$ cat src/rtl/wb_pkg.sv
// rtl/wb_pkg.sv - shared types and default sizing for the writeback arbiter
package wb_pkg;

    typedef logic [4:0]  reg_idx_t;
    typedef logic [31:0] word_t;

    typedef struct packed {
        reg_idx_t rd;
        word_t    data;
    } wb_entry_t;

    localparam int WB_DEPTH_DEFAULT        = 4;
    localparam int WB_STARVE_LIMIT_DEFAULT = 7;

endpackage

$ cat src/rtl/wb_fifo.sv
// rtl/wb_fifo.sv - mem-result queue with per-entry rd view for hazard matching
module wb_fifo
    import wb_pkg::*;
#(
    parameter int DEPTH = WB_DEPTH_DEFAULT,
    localparam int AW   = $clog2(DEPTH)
) (
    input  logic                  clk,
    input  logic                  rst_n,
    input  logic                  push,
    input  wb_entry_t             push_entry,
    input  logic                  pop,
    output wb_entry_t             head,
    output logic                  full,
    output logic                  empty,
    output logic [AW:0]           count,
    output reg_idx_t [DEPTH-1:0]  rd_view,
    output logic [DEPTH-1:0]      valid_view
);

    localparam logic [AW:0] DEPTH_C = (AW+1)'(DEPTH);

    wb_entry_t         store [DEPTH];
    logic [AW-1:0]     wr_ptr;
    logic [AW-1:0]     rd_ptr;
    logic [DEPTH-1:0]  vld;
    logic              do_push;
    logic              do_pop;

    assign full       = (count == DEPTH_C);
    assign empty      = (count == '0);
    assign head       = store[rd_ptr];
    assign valid_view = vld;
    // a full queue refuses a push even if it pops in the same cycle
    assign do_push    = push && !full;
    assign do_pop     = pop && !empty;

    // pointers, occupancy and per-slot valid bits; pointers wrap naturally
    always_ff @(posedge clk or negedge rst_n) begin
        if (!rst_n) begin
            wr_ptr <= '0;
            rd_ptr <= '0;
            count  <= '0;
            vld    <= '0;
        end else begin
            if (do_push) begin
                wr_ptr      <= wr_ptr + 1'b1;
                vld[wr_ptr] <= 1'b1;
            end
            if (do_pop) begin
                rd_ptr      <= rd_ptr + 1'b1;
                vld[rd_ptr] <= 1'b0;
            end
            case ({do_push, do_pop})
                2'b10:   count <= count + 1'b1;
                2'b01:   count <= count - 1'b1;
                default: count <= count;
            endcase
        end
    end

    // entry storage; contents are only meaningful where vld is set
    always_ff @(posedge clk) begin
        if (do_push) begin
            store[wr_ptr] <= push_entry;
        end
    end

    // expose each slot's destination register for hazard comparison
    always_comb begin
        for (int i = 0; i < DEPTH; i++) begin
            rd_view[i] = store[i].rd;
        end
    end

endmodule

$ cat src/rtl/writeback_arbiter.sv
// rtl/writeback_arbiter.sv - ALU/mem writeback arbiter with starvation guard; optional WB_HAZARD_EN hazard outputs
module writeback_arbiter
    import wb_pkg::*;
#(
    parameter int DEPTH        = WB_DEPTH_DEFAULT,
    parameter int STARVE_LIMIT = WB_STARVE_LIMIT_DEFAULT
) (
    input  logic        WrClk,
    input  logic        rst_n,
    input  logic        alu_valid,
    input  logic [4:0]  alu_rd,
    input  logic [31:0] alu_data,
    output logic        alu_stall,
    input  logic        mem_valid,
    input  logic [4:0]  mem_rd,
    input  logic [31:0] mem_data,
    output logic        mem_ready,
    output logic [4:0]  Rw,
    output logic        RegWr,
    output logic [31:0] busW,
    input  logic [4:0]  Ra,
    input  logic [4:0]  Rb,
    output logic        hazA,
    output logic        hazB
);

    localparam int          AW      = $clog2(DEPTH);
    localparam int          SW      = $clog2(STARVE_LIMIT + 2);
    localparam logic [SW-1:0] LIM   = SW'(STARVE_LIMIT);
    localparam logic [AW:0] DEPTH_C = (AW+1)'(DEPTH);

    wb_entry_t             head;
    logic                  full;
    logic                  empty;
    logic [AW:0]           count;
    reg_idx_t [DEPTH-1:0]  rd_view;
    logic [DEPTH-1:0]      valid_view;
    logic                  push;
    logic                  pop;
    logic                  alu_win;
    logic                  force_head;
    logic                  wr_en;
    reg_idx_t              wr_rd;
    word_t                 wr_data;
    logic [SW-1:0]         starve_cnt;
    logic                  unused_fifo;

    wb_fifo #(.DEPTH(DEPTH)) u_fifo (
        .clk        (WrClk),
        .rst_n      (rst_n),
        .push       (push),
        .push_entry ({mem_rd, mem_data}),
        .pop        (pop),
        .head       (head),
        .full       (full),
        .empty      (empty),
        .count      (count),
        .rd_view    (rd_view),
        .valid_view (valid_view)
    );

    assign unused_fifo = full;
    assign mem_ready   = (count < DEPTH_C);
    // rd==0 results complete the handshake but never occupy a slot
    assign push        = mem_valid && mem_ready && (mem_rd != 5'd0);
    assign force_head  = (starve_cnt == LIM) && !empty;
    assign alu_stall   = alu_valid && force_head;

    // pick this edge's winner: forced head, then ALU, then queue head
    always_comb begin
        pop     = 1'b0;
        alu_win = 1'b0;
        wr_en   = 1'b0;
        wr_rd   = head.rd;
        wr_data = head.data;
        if (force_head) begin
            pop   = 1'b1;
            wr_en = 1'b1;
        end else if (alu_valid) begin
            alu_win = 1'b1;
            wr_rd   = alu_rd;
            wr_data = alu_data;
            wr_en   = (alu_rd != 5'd0);
        end else if (!empty) begin
            pop   = 1'b1;
            wr_en = 1'b1;
        end
    end

    // count consecutive ALU wins over a waiting queue, saturating at the limit
    always_ff @(posedge WrClk or negedge rst_n) begin
        if (!rst_n) begin
            starve_cnt <= '0;
        end else if (pop || empty) begin
            starve_cnt <= '0;
        end else if (alu_win && (starve_cnt != LIM)) begin
            starve_cnt <= starve_cnt + 1'b1;
        end
    end

    // registered register-file write port; index/data hold while idle
    always_ff @(posedge WrClk or negedge rst_n) begin
        if (!rst_n) begin
            RegWr <= 1'b0;
            Rw    <= '0;
            busW  <= '0;
        end else begin
            RegWr <= wr_en;
            if (wr_en) begin
                Rw   <= wr_rd;
                busW <= wr_data;
            end
        end
    end

`ifdef WB_HAZARD_EN
    // a read index is hazardous if any queued entry or the in-flight write targets it
    always_comb begin
        hazA = 1'b0;
        hazB = 1'b0;
        for (int i = 0; i < DEPTH; i++) begin
            if (valid_view[i] && (rd_view[i] == Ra)) hazA = 1'b1;
            if (valid_view[i] && (rd_view[i] == Rb)) hazB = 1'b1;
        end
        if (RegWr && (Rw == Ra)) hazA = 1'b1;
        if (RegWr && (Rw == Rb)) hazB = 1'b1;
        if (Ra == 5'd0) hazA = 1'b0;
        if (Rb == 5'd0) hazB = 1'b0;
    end
`else
    logic unused_haz;
    assign unused_haz = ^{Ra, Rb, rd_view, valid_view};
    assign hazA       = 1'b0;
    assign hazB       = 1'b0;
`endif

endmodule

$ cat config.mk
export PLATFORM = sky130hd
export DESIGN_NAME = writeback_arbiter
export DESIGN_NICKNAME = d
export VERILOG_FILES = /design/src/rtl/wb_pkg.sv /design/src/rtl/wb_fifo.sv /design/src/rtl/writeback_arbiter.sv
export SDC_FILE = /design/constraint.sdc
export NUM_CORES = 1
export LEC_CHECK = 0
export CAP_MARGIN = 20
export CELL_PAD_IN_SITES_DETAIL_PLACEMENT = 1
export CELL_PAD_IN_SITES_GLOBAL_PLACEMENT = 1
export CORE_MARGIN = 1
export CORE_UTILIZATION = 45
export DETAILED_ROUTE_END_ITERATION = 16
export MAX_ROUTING_LAYER = met4
export PLACE_DENSITY_LB_ADDON = 0.1
export SYNTH_ARGS = -nofsm -noshare
export SYNTH_HDL_FRONTEND = slang
export SYNTH_HIERARCHICAL = 1
export SYNTH_SLANG_ARGS = --single-unit
export TNS_END_PERCENT = 50
$ cat constraint.sdc
create_clock -name WrClk -period 6.05 [get_ports WrClk]
set_clock_uncertainty 0.2 [all_clocks]
set_input_delay 1.815 -clock WrClk [delete_from_list [all_inputs] [get_ports WrClk]]
set_output_delay 1.815 -clock WrClk [all_outputs]
set_load 0.005 [all_outputs]
# Word-level counts from Yosys, hierarchy flattened
# Memories as Yosys holds them, arrays and structs flattened.
# Index checks and enable logic that the tools add are counted.
# Widths: inputs -> output; s select.
[op_classes] n_mux=16 n_addsub=5 n_reduce_logical=15 eq_ne=5 order_cmp=1
[op_table] op="$mux 32" n=2
[op_table] op="$mux 5" n=2
[op_table] op="$reduce_bool 5->1" n=2
[op_table] op="$mux 1" n=9
[op_table] op="$mux 4" n=2
[op_table] op="$logic_and 1x1->1" n=7
[op_table] op="$pmux 3 s2" n=1
[op_table] op="$add 2x1->2 const B" n=2
[op_table] op="$add 4x1->4 const B" n=1
[op_table] op="$eq 4x3->1 const B" n=1
[op_table] op="$ne 4x3->1 const B" n=1
[op_table] op="$reduce_bool 2->1" n=2
[op_table] op="$add 3x1->3 const B" n=1
[op_table] op="$eq 3x3->1 const B" n=1
[op_table] op="$logic_not 3->1" n=1
[op_table] op="$lt 3x3->1 const B" n=1
[op_table] op="$sub 3x1->3 const B" n=1
[op_table] op="$eq 2x1->1 const B" n=1
[op_table] op="$eq 2x2->1 const B" n=1
[op_table] op="$logic_not 1->1" n=2
[op_table] op="$logic_or 1x1->1" n=1
[totals] elab_cells=50 output_inout_bits=42 in_bits=88 mem_count=1 reg_bits=49 ram_bits=148
[mem_list] name="u_fifo.store" words=4 word_bits=37 read_ports=1 rd_ports_with_merged_regs=0 write_ports=1 line="wb_fifo.sv:23" text="wb_entry_t store [DEPTH];"

# Logic depth before layout (Yosys ltp)
# Gate-level depths: netlist (run 1).
[depth] ltp_word=7 ltp_mapped=13 depth_no_buf=11

# Cells and area by module
# Netlist (run 1), hierarchy kept.
[by_module_without_submodules] module="wb_fifo" seq_area_each_um2=4719.5 instances=1 area_per_inst_um2=6147.1 cells_each=267
[by_module_without_submodules] module="writeback_arbiter" seq_area_each_um2=1051.0 instances=1 area_per_inst_um2=1978.1 cells_each=158

# Worst setup path before layout (run 1)
# OpenSTA, ideal clock, no wires.
[synth_timing] kind="input port to flip-flop" from="input port mem_rd[1]" to="memory u_fifo/store[0][0] (netlist bit), enable pin" slack_ps=1592 arrival_time_ps=3825 path_buffers=0 stages=4 required_ps=5417 setup_time_ps=433 cell_sequence="or3_1 -> o311a_1 -> nand2_1 -> nor2_1"
[synth_between] elab_chain_cells=5
[synth_lines] item="start, declared" line="writeback_arbiter.sv:15" text="input logic [4:0] mem_rd,"
[synth_lines] item="$reduce_bool 5->1" line="writeback_arbiter.sv:65" text="assign push = mem_valid && mem_ready && (mem_rd != 5'd0);"
[synth_lines] item="$logic_and 1x1->1" line="writeback_arbiter.sv:65"
[synth_lines] item="named net push" line="writeback_arbiter.sv:38" text="logic push;"
[synth_lines] item="$logic_and 1x1->1" line="wb_fifo.sv:35" text="assign do_push = push && !full;"
[synth_lines] item="$mux 1" line="wb_fifo.sv:64" text="if (do_push) begin"
[synth_lines] item="$mux 1 (not written as such)" line="wb_fifo.sv:65" text="store[wr_ptr] <= push_entry;"
[synth_lines] item="end, declared" line="wb_fifo.sv:23"
# The timed path passes the listed nets, and every way through them passes these cells.

# Worst setup path after layout (run 1)
[layout_timing] from="input port alu_valid" to="output port alu_stall"
[layout_between] elab_chain_cells=1
[layout_lines] item="start, declared" line="writeback_arbiter.sv:10" text="input logic alu_valid,"
[layout_lines] item="$logic_and 1x1->1" line="writeback_arbiter.sv:67" text="assign alu_stall = alu_valid && force_head;"
[layout_lines] item="end, declared" line="writeback_arbiter.sv:13" text="output logic alu_stall,"
# No other way between the ends.

==> impl_metrics.ini, run 1 <==
[die]
die_x_um = 134
die_y_um = 134
boundaryPins = 130
initial_core_util_pct = 46.6
core_sq_mm = 0.0168
fp-row-count = 47
dieArea_sq_mm = 0.0179

[worst_hold_path]
hold_class = flip-flop to flip-flop

[routing]
drt-pass1-iter-count = 4
avgViaCountPerCell = 5.64
route.detailed.drc = 0
drt_iter0_drc = 250
drt-wirelength-per-cell_um = 23.4
wirelength_um = 17500
drtAntennaViolNets = 0
vias = 4226

[synth]
syn_area_sq_mm = 0.00780
yosysWarnings = 6
netlist_instances = 394
postSynthAreaPerCell_sq_um = 19.8

[clock_network]
clk_latency_ns = 0.43
cts.path.max_buffers = 2
ctsHoldBuffers = 0
cts_tree = yes
cts.sinks = 197
post_cts_buffers = 0
htreeDepth = 4
root_buffer = clkbuf_16
numCtsBuffers = 17
cts_resized = 0
path_clk_slew_ns = 0.07

[sta]
relSlewSlack_pct = 30.6
setup_viol = 0
fmax_ghz = 0.190
grt_setup_unrepaired = no
period_needed_ns = 5.26
fin_crit_sh_pct = 86.9
worst_slack_ns = 0.794
drv_slew = 0
hold_viol = 0
fin_tns_setup_ns = 0
tightestPinTransition_ns = 1.04

[critical_path]
required_ns = 4.03
critPathKind = input pin to output port
cp.arrival_ns = 3.24
path_cells = clkdlybuf4s50_1, nand2b_1, nor2_1, clkdlybuf4s50_1
max_stage_delay_ns = 0.60
crit_path_start_kind = input pin
worstSetupEndpointType = output port
cp_max_fo = 3
crit_slowest_cell = clkdlybuf4s50_1
path_common_cell = clkdlybuf4s50_1

[pwr]
irDropWorstVdd_uv = 251
power.leakage_nw = 3.33
powerDensity_mw_per_mm2 = 437

[grt]
grtUsageTotal_pct = 21.9
gr-total-overflow = 0
antenna_found_initial = 0
grt_pass1_vias = 4824
grt_max_degree = 50
grt_pass1_wl_um = 27300

[finish]
postLayoutCoreUtil_pct = 58.3
nNetsFinal = 612
layout-drive-gt1-share_pct = 18.0
area_growth_pct = 25.3
antenna_cells = 0
fin_cells = 749

[placed_design]
place_inst = 717
io_buffers = 117
place_ws_ns = 0.789
place.detailed.hpwl_um = 10800
gp_congestion = 0.687

[flow_run]
cap_violations = 0

[outcome]
outcome = completed
## area by class of cell
class / instances / area (sq um)
fillers: 1482 / 6980
flip-flops and latches: 197 / 5670
multi-input cells: 161 / 1920
repair buffers: 129 / 1260
clock buffers: 20 / 457
well taps: 220 / 275
clock inverters: 12 / 154
inverters: 10 / 37.5
## cell usage in the layout, fill, tap and decap left out, drive strengths merged, types with 2 or more instances in the layout
master,n
clkbuf,20
mux2,2
ha,7
nand2b,3
mux4,37
xor2,3
o32a,37
conb,2
clkinv,4
nor2,12
clkinvlp,5
nand2,5
clkdlybuf4s50,116
o21a,37
bufinv,3
edfxtp,148
dfrtp,49
buf,13
inv,10
xnor2,4
## where the power goes
part           internal, mW  total (mW)  leakage [nW]  switching (mW)
sequential             1.74        1.96          1.92           0.217
clock                 0.671        1.15         0.282           0.480
combinational         0.693        1.17          1.13           0.473
## critical path, delay by kind of cell
kind | cells | cell delay [ns]
and+or+nand+nor | 2 | 0.29
buffers and inverters | 2 | 1.13
## registers in the layout, summed over array words and instances (netlist names)
signal and flops:
u_fifo/count 3, RegWr 1, busW 32, Rw 5, u_fifo/wr_ptr 2, u_fifo/store 148
starve_cnt 4, u_fifo/rd_ptr 2
## path summary, 6_finish.rpt
| check | from | end | slack (ns) | cells past startpoint |
|---|---|---|---|---|
| worst max-delay path | alu_valid | alu_stall | 0.79 | 4 |
| worst min-delay path | starve_cnt[0] | starve_cnt[0] | 0.27 | 1 |
| worst max register to register | u_fifo/count[0] | u_fifo/count[2] | 2.54 | 11 |
| worst min register to register | starve_cnt[0] | starve_cnt[0] | 0.27 | 1 |
| max in group asynchronous | rst_n | u_fifo/rd_ptr[0] | 3.78 | 2 |
| min in group asynchronous | rst_n | busW[3] | 1.32 | 2 |
## stage by stage
stage / power, mW / hold slack (ns) / instance area (sq um)
floorplan: 2.68 / 0.232 / 7810
global placement: 3.12 / 0.244 / 9170
detailed placement: 3.17 / 0.269 / 9170
CTS: 4.33 / 0.278 / 9780
global route: 4.47 / 0.316 / 9780
finish: 4.27 / 0.270 / 9780
## routing by layer
metal	vias up	wire, um	global-route usage [%]
met2	113	9230	37.5
met4	0	284	7.26
met5	-	0	-
met1	2246	7290	25.8
li1	1843	-	-
met3	24	719	4.79
No activity file was read; power rests on OpenSTA's default activity.
==> inputs of run 2 (changes only) <==
GPL_TIMING_DRIVEN = 0   (was default)
==> impl_metrics.ini, run 2 (synthesis results as in run 1) <==
[outcome]
outcome = completed

[placed_design]
place_ws_ns = 0.906
dpl_cell_area_sq_mm = 0.00939
place_inst = 737
gp_congestion = 0.731
place.detailed.hpwl_um = 12500
io_buffers = 117

[clock_network]
post_cts_buffers = 0
path_clk_slew_ns = 0.06
clk_latency_ns = 0.44
cts.sinks = 197
ctsHoldBuffers = 0
cts_resized = 0
htreeDepth = 4
numCtsBuffers = 17
root_buffer = clkbuf_16
cts_tree = yes
cts.path.max_buffers = 2

[sta]
period_needed_ns = 5.14
relSlewSlack_pct = 39.8
drv_slew = 0
hold_viol = 0
fin_crit_sh_pct = 85.0
fmax_ghz = 0.195
tightestPinTransition_ns = 0.903
setup_viol = 0
worst_slack_ns = 0.909
grt_setup_unrepaired = no

[pwr]
powerDensity_mw_per_mm2 = 429
power.leakage_nw = 3.41
clockPowerShare_pct = 24.0
p_switching_mw = 1.22
power.internal_mw = 3.03
total_power_mw = 4.25
seqPwrFrac_pct = 43.9
irDropWorstVdd_uv = 262
p_comb_share_pct = 32.1
p_sw_share_pct = 28.7

[critical_path]
rrSetupSlack_ns = 2.80
cp_max_fo = 3
critPathKind = input pin to output port
cp.arrival_ns = 3.13
r2r_end = u_fifo/count[2]
crit_slowest_cell = clkdlybuf4s50_1
required_ns = 4.03
worstSetupEndpointType = output port
rr_startpoint = u_fifo/count[0]
path_common_cell = clkdlybuf4s50_1
rr_worst_depth = 13
crit_path_start_kind = input pin
max_stage_delay_ns = 0.54
path_cells = clkdlybuf4s50_1, nand2b_1, nor2_1, clkdlybuf4s50_1

[finish]
top_register = u_fifo/store
layout-drive-gt1-share_pct = 18.6
fin_cells = 769
area_growth_pct = 27.1
seqCellArea_sq_mm = 0.00567
num-fill-cells = 1497
reg.largest.list = u_fifo/store: 148 flops, busW: 32 flops, Rw: 5 flops
nNetsFinal = 632
antenna_cells = 0
fin_area_sq_mm = 0.00992
multi_input_area_sq_mm = 0.00191
largest_reg_flops = 148
final_cell_mix = edfxtp_1, clkdlybuf4s50_1, dfrtp_1
final_common_cell = edfxtp_1

[grt]
grt_max_degree = 31
grt_pass1_wl_um = 28500
grt_pass1_vias = 4957
gr-total-overflow = 0
grtUsageTotal_pct = 23.3
antenna_found_initial = 0

[die]
fp-row-count = 47
die_x_um = 134
boundaryPins = 130
initial_core_util_pct = 46.6
core_sq_mm = 0.0168
dieArea_sq_mm = 0.0179
die_y_um = 134

[routing]
avgViaCountPerCell = 5.60
drt-wirelength-per-cell_um = 24.1
drtAntennaViolNets = 0
vias = 4304
drt-pass1-iter-count = 4
drt_iter0_drc = 260
route.detailed.drc = 0
wirelength_um = 18500

[worst_hold_path]
hold_depth = 1
min_from = starve_cnt[0]
hold_path_end = starve_cnt[0]
hold_class = flip-flop to flip-flop

[flow_run]
cap_violations = 0
run 2: changes by cell type in the layout (fill, tap and decap cells not counted), moves of 3 or more:
| cell | change |
|---|---|
| buf_2 | +7 |
| buf_12 | +5 |
| bufinv_16 | -3 |
| buf_6 | +9 |
| clkinvlp_4 | -5 |
| inv_6 | +3 |
| buf_4 | -9 |
| clkbuf_1 | +7 |
run 2: how the worst max path moves through the flow:
stage                         start                  end  slack, ns  cells after the start
after detailed placement  alu_valid            alu_stall       0.91                      4
after CTS                 alu_valid            alu_stall       0.90                      4
after global placement    mem_rd[3]  u_fifo/store[0][17]      -0.47                      5
after global routing      alu_valid            alu_stall       0.88                      4
final                     alu_valid            alu_stall       0.91                      4
after floorplan           mem_rd[1]   u_fifo/store[0][0]       1.63                      4
run 2: metal layers:
layer	vias up	wire, um	global-route usage, %
met3	18	817	4.45
met2	125	9700	38.8
met5	-	0	-
met1	2276	7780	28.5
li1	1885	-	-
met4	0	206	8.08
run 2: metrics by stage:
stage	setup TNS [ns]	utilization (%)	hold WS [ns]
after floorplan	0	-	0.232
after global placement	-66.62	55.2	0.248
after detailed placement	0	56.0	0.273
after CTS	0	59.2	0.282
after global routing	0	59.2	0.301
final	0	59.2	0.277
run 2: final cells by class:
type	instances	share of cell area, %
sequential	197	57.2
multi-input combinational	161	19.2
timing repair buffer	122	12.9
clock buffer	20	4.50
tap	220	2.78
buffer	27	2.23
clock inverter	12	0.795
inverter	10	0.378
run 2: worst max-delay path, delay by kind of cell:
kind / cells / cell delay, ns
buf+inv: 2 / 1.08
simple gates: 2 / 0.22
run 2: power by group through the flow:
stage | combinational (mW) | clock (mW) | sequential [mW]
after detailed placement | 1.39 | 0 | 1.90
after global placement | 1.31 | 0 | 1.89
after global routing | 1.47 | 1.10 | 1.89
final | 1.37 | 1.02 | 1.87
after CTS | 1.40 | 1.05 | 1.87
after floorplan | 0.803 | 0 | 1.88
==> inputs of run 3 (changes only) <==
CORE_UTILIZATION = 41   (was 45)
clock period = 4.3 ns   (was 6.05 ns; I/O delays follow)
==> impl_metrics.ini, run 3 (synthesis results as in run 1) <==
[outcome]
outcome = completed

[flow_run]
cap_violations = 0

[sta]
drv_slew = 0
fin_crit_sh_pct = 95.2
fmax_ghz = 0.244
setup_viol = 0
holdWs_ns = 0.280
tightestPinTransition_ns = 0.893
relSlewSlack_pct = 40.5
fin_tns_setup_ns = 0
hold_viol = 0
grt_setup_unrepaired = no
period_needed_ns = 4.09

[die]
dieArea_sq_mm = 0.0196
core_sq_mm = 0.0187
boundaryPins = 130
initial_core_util_pct = 41.7
die_y_um = 140
fp-row-count = 50
die_x_um = 140

[critical_path]
worstSetupEndpointType = output port
cp.arrival_ns = 2.60
crit_path_start_kind = input pin
rrSetupSlack_ns = 1.01
cp_max_fo = 3
required_ns = 2.81
critPathKind = input pin to output port

[finish]
largest_reg_flops = 148
postLayoutCoreUtil_pct = 53.6
area_growth_pct = 28.6
final_common_cell = edfxtp_1
fin_area_sq_mm = 0.0100
layout-drive-gt1-share_pct = 19.1
antenna_cells = 0
final_cell_mix = edfxtp_1, clkdlybuf4s50_1, dfrtp_1
nNetsFinal = 632
top_register = u_fifo/store
reg.largest.list = u_fifo/store: 148 flops, busW: 32 flops, Rw: 5 flops

[grt]
grt_pass1_wl_um = 28200
antenna_found_initial = 0
grtUsageTotal_pct = 20.7
use_met1_pct = 25.9
use_met2_pct = 34.5
grt-busiest-layer = met2
grt_pass1_vias = 4777
grt.met3_usage_pct = 3.97
grt_max_degree = 32
gr-total-overflow = 0

[pwr]
clockPowerShare_pct = 26.3
p_switching_mw = 1.71
p_sw_share_pct = 27.7
power.internal_mw = 4.44
power.leakage_nw = 3.45
powerDensity_mw_per_mm2 = 613
irDropWorstVdd_uv = 316
seqPwrFrac_pct = 42.5
total_power_mw = 6.15
p_comb_share_pct = 31.1

[placed_design]
gp_congestion = 0.699
dpl_cell_area_sq_mm = 0.00943
place.detailed.hpwl_um = 12200
io_buffers = 117

[worst_hold_path]
hold_class = flip-flop to flip-flop

[clock_network]
root_buffer = clkbuf_16
path_clk_slew_ns = 0.06
cts.sinks = 197
numCtsBuffers = 17
ctsHoldBuffers = 0
cts_resized = 0
post_cts_buffers = 0
cts.path.max_buffers = 2
cts_tree = yes
htreeDepth = 4
clk_latency_ns = 0.43

[routing]
drt_iter0_drc = 245
route.detailed.drc = 0
avgViaCountPerCell = 5.48
drt-wirelength-per-cell_um = 23.1
drtAntennaViolNets = 0
vias = 4292
wirelength_um = 18100
drt-pass1-iter-count = 4
## run 3: changes by cell type in the layout (fill, tap and decap cells not counted), sizes merged
| cell | previous run | this run |
|---|---|---|
| inv | 13 | 15 |
| clkbuf | 26 | 24 |
| clkinvlp | 0 | 3 |
| bufinv | 0 | 3 |
| clkinv | 9 | 3 |
## run 3: worst paths after layout
path,startpoint,to,cells after the start
worst max-delay path,alu_valid,alu_stall,4
worst min register to register,starve_cnt[0],starve_cnt[0],1
max in group asynchronous,rst_n,Rw[3],2
min in group asynchronous,rst_n,busW[14],1
worst min-delay path,starve_cnt[0],starve_cnt[0],1
worst max register to register,u_fifo/count[0],u_fifo/count[2],13
## run 3: power by group through the flow
stage | clock (mW) | sequential [mW] | combinational [mW]
6_report | 1.62 | 2.62 | 1.91
5_1_grt | 1.73 | 2.65 | 2.09
4_1_cts | 1.67 | 2.62 | 1.97
3_5_place_dp | 0 | 2.66 | 1.96
3_3_place_gp | 0 | 2.66 | 1.85
2_1_floorplan | 0 | 2.64 | 1.13
## run 3: per-layer routing
| layer | share of wire [%] | vias up |
|---|---|---|
| met5 | 0 | - |
| met4 | 0.69 | 0 |
| met3 | 5.1 | 9 |
| met1 | 42 | 2265 |
| li1 | - | 1895 |
| met2 | 52 | 123 |
## run 3: layout make-up
type	count	area, sq um
clock buffers	18	429
fillers	1689	8670
well taps	234	293
multi-input cells	161	1910
plain buffers	27	221
inverters	10	37.5
clock inverters	14	173
flip-flops and latches	197	5670
repair buffers	122	1300
## run 3: metrics by stage
| stage | setup WS (ns) | cells |
|---|---|---|
| after floorplan | 0.401 | 395 |
| after global placement | -1.78 | 746 |
| after detailed placement | 0.178 | 751 |
| after CTS | 0.179 | 783 |
| after global routing | 0.151 | 783 |
| final | 0.206 | 783 |
## run 3: critical path, stage by stage
cell             delay, ns
clkdlybuf4s50_1       0.54
nand2b_1              0.11
nor2_1                0.14
clkdlybuf4s50_1       0.52
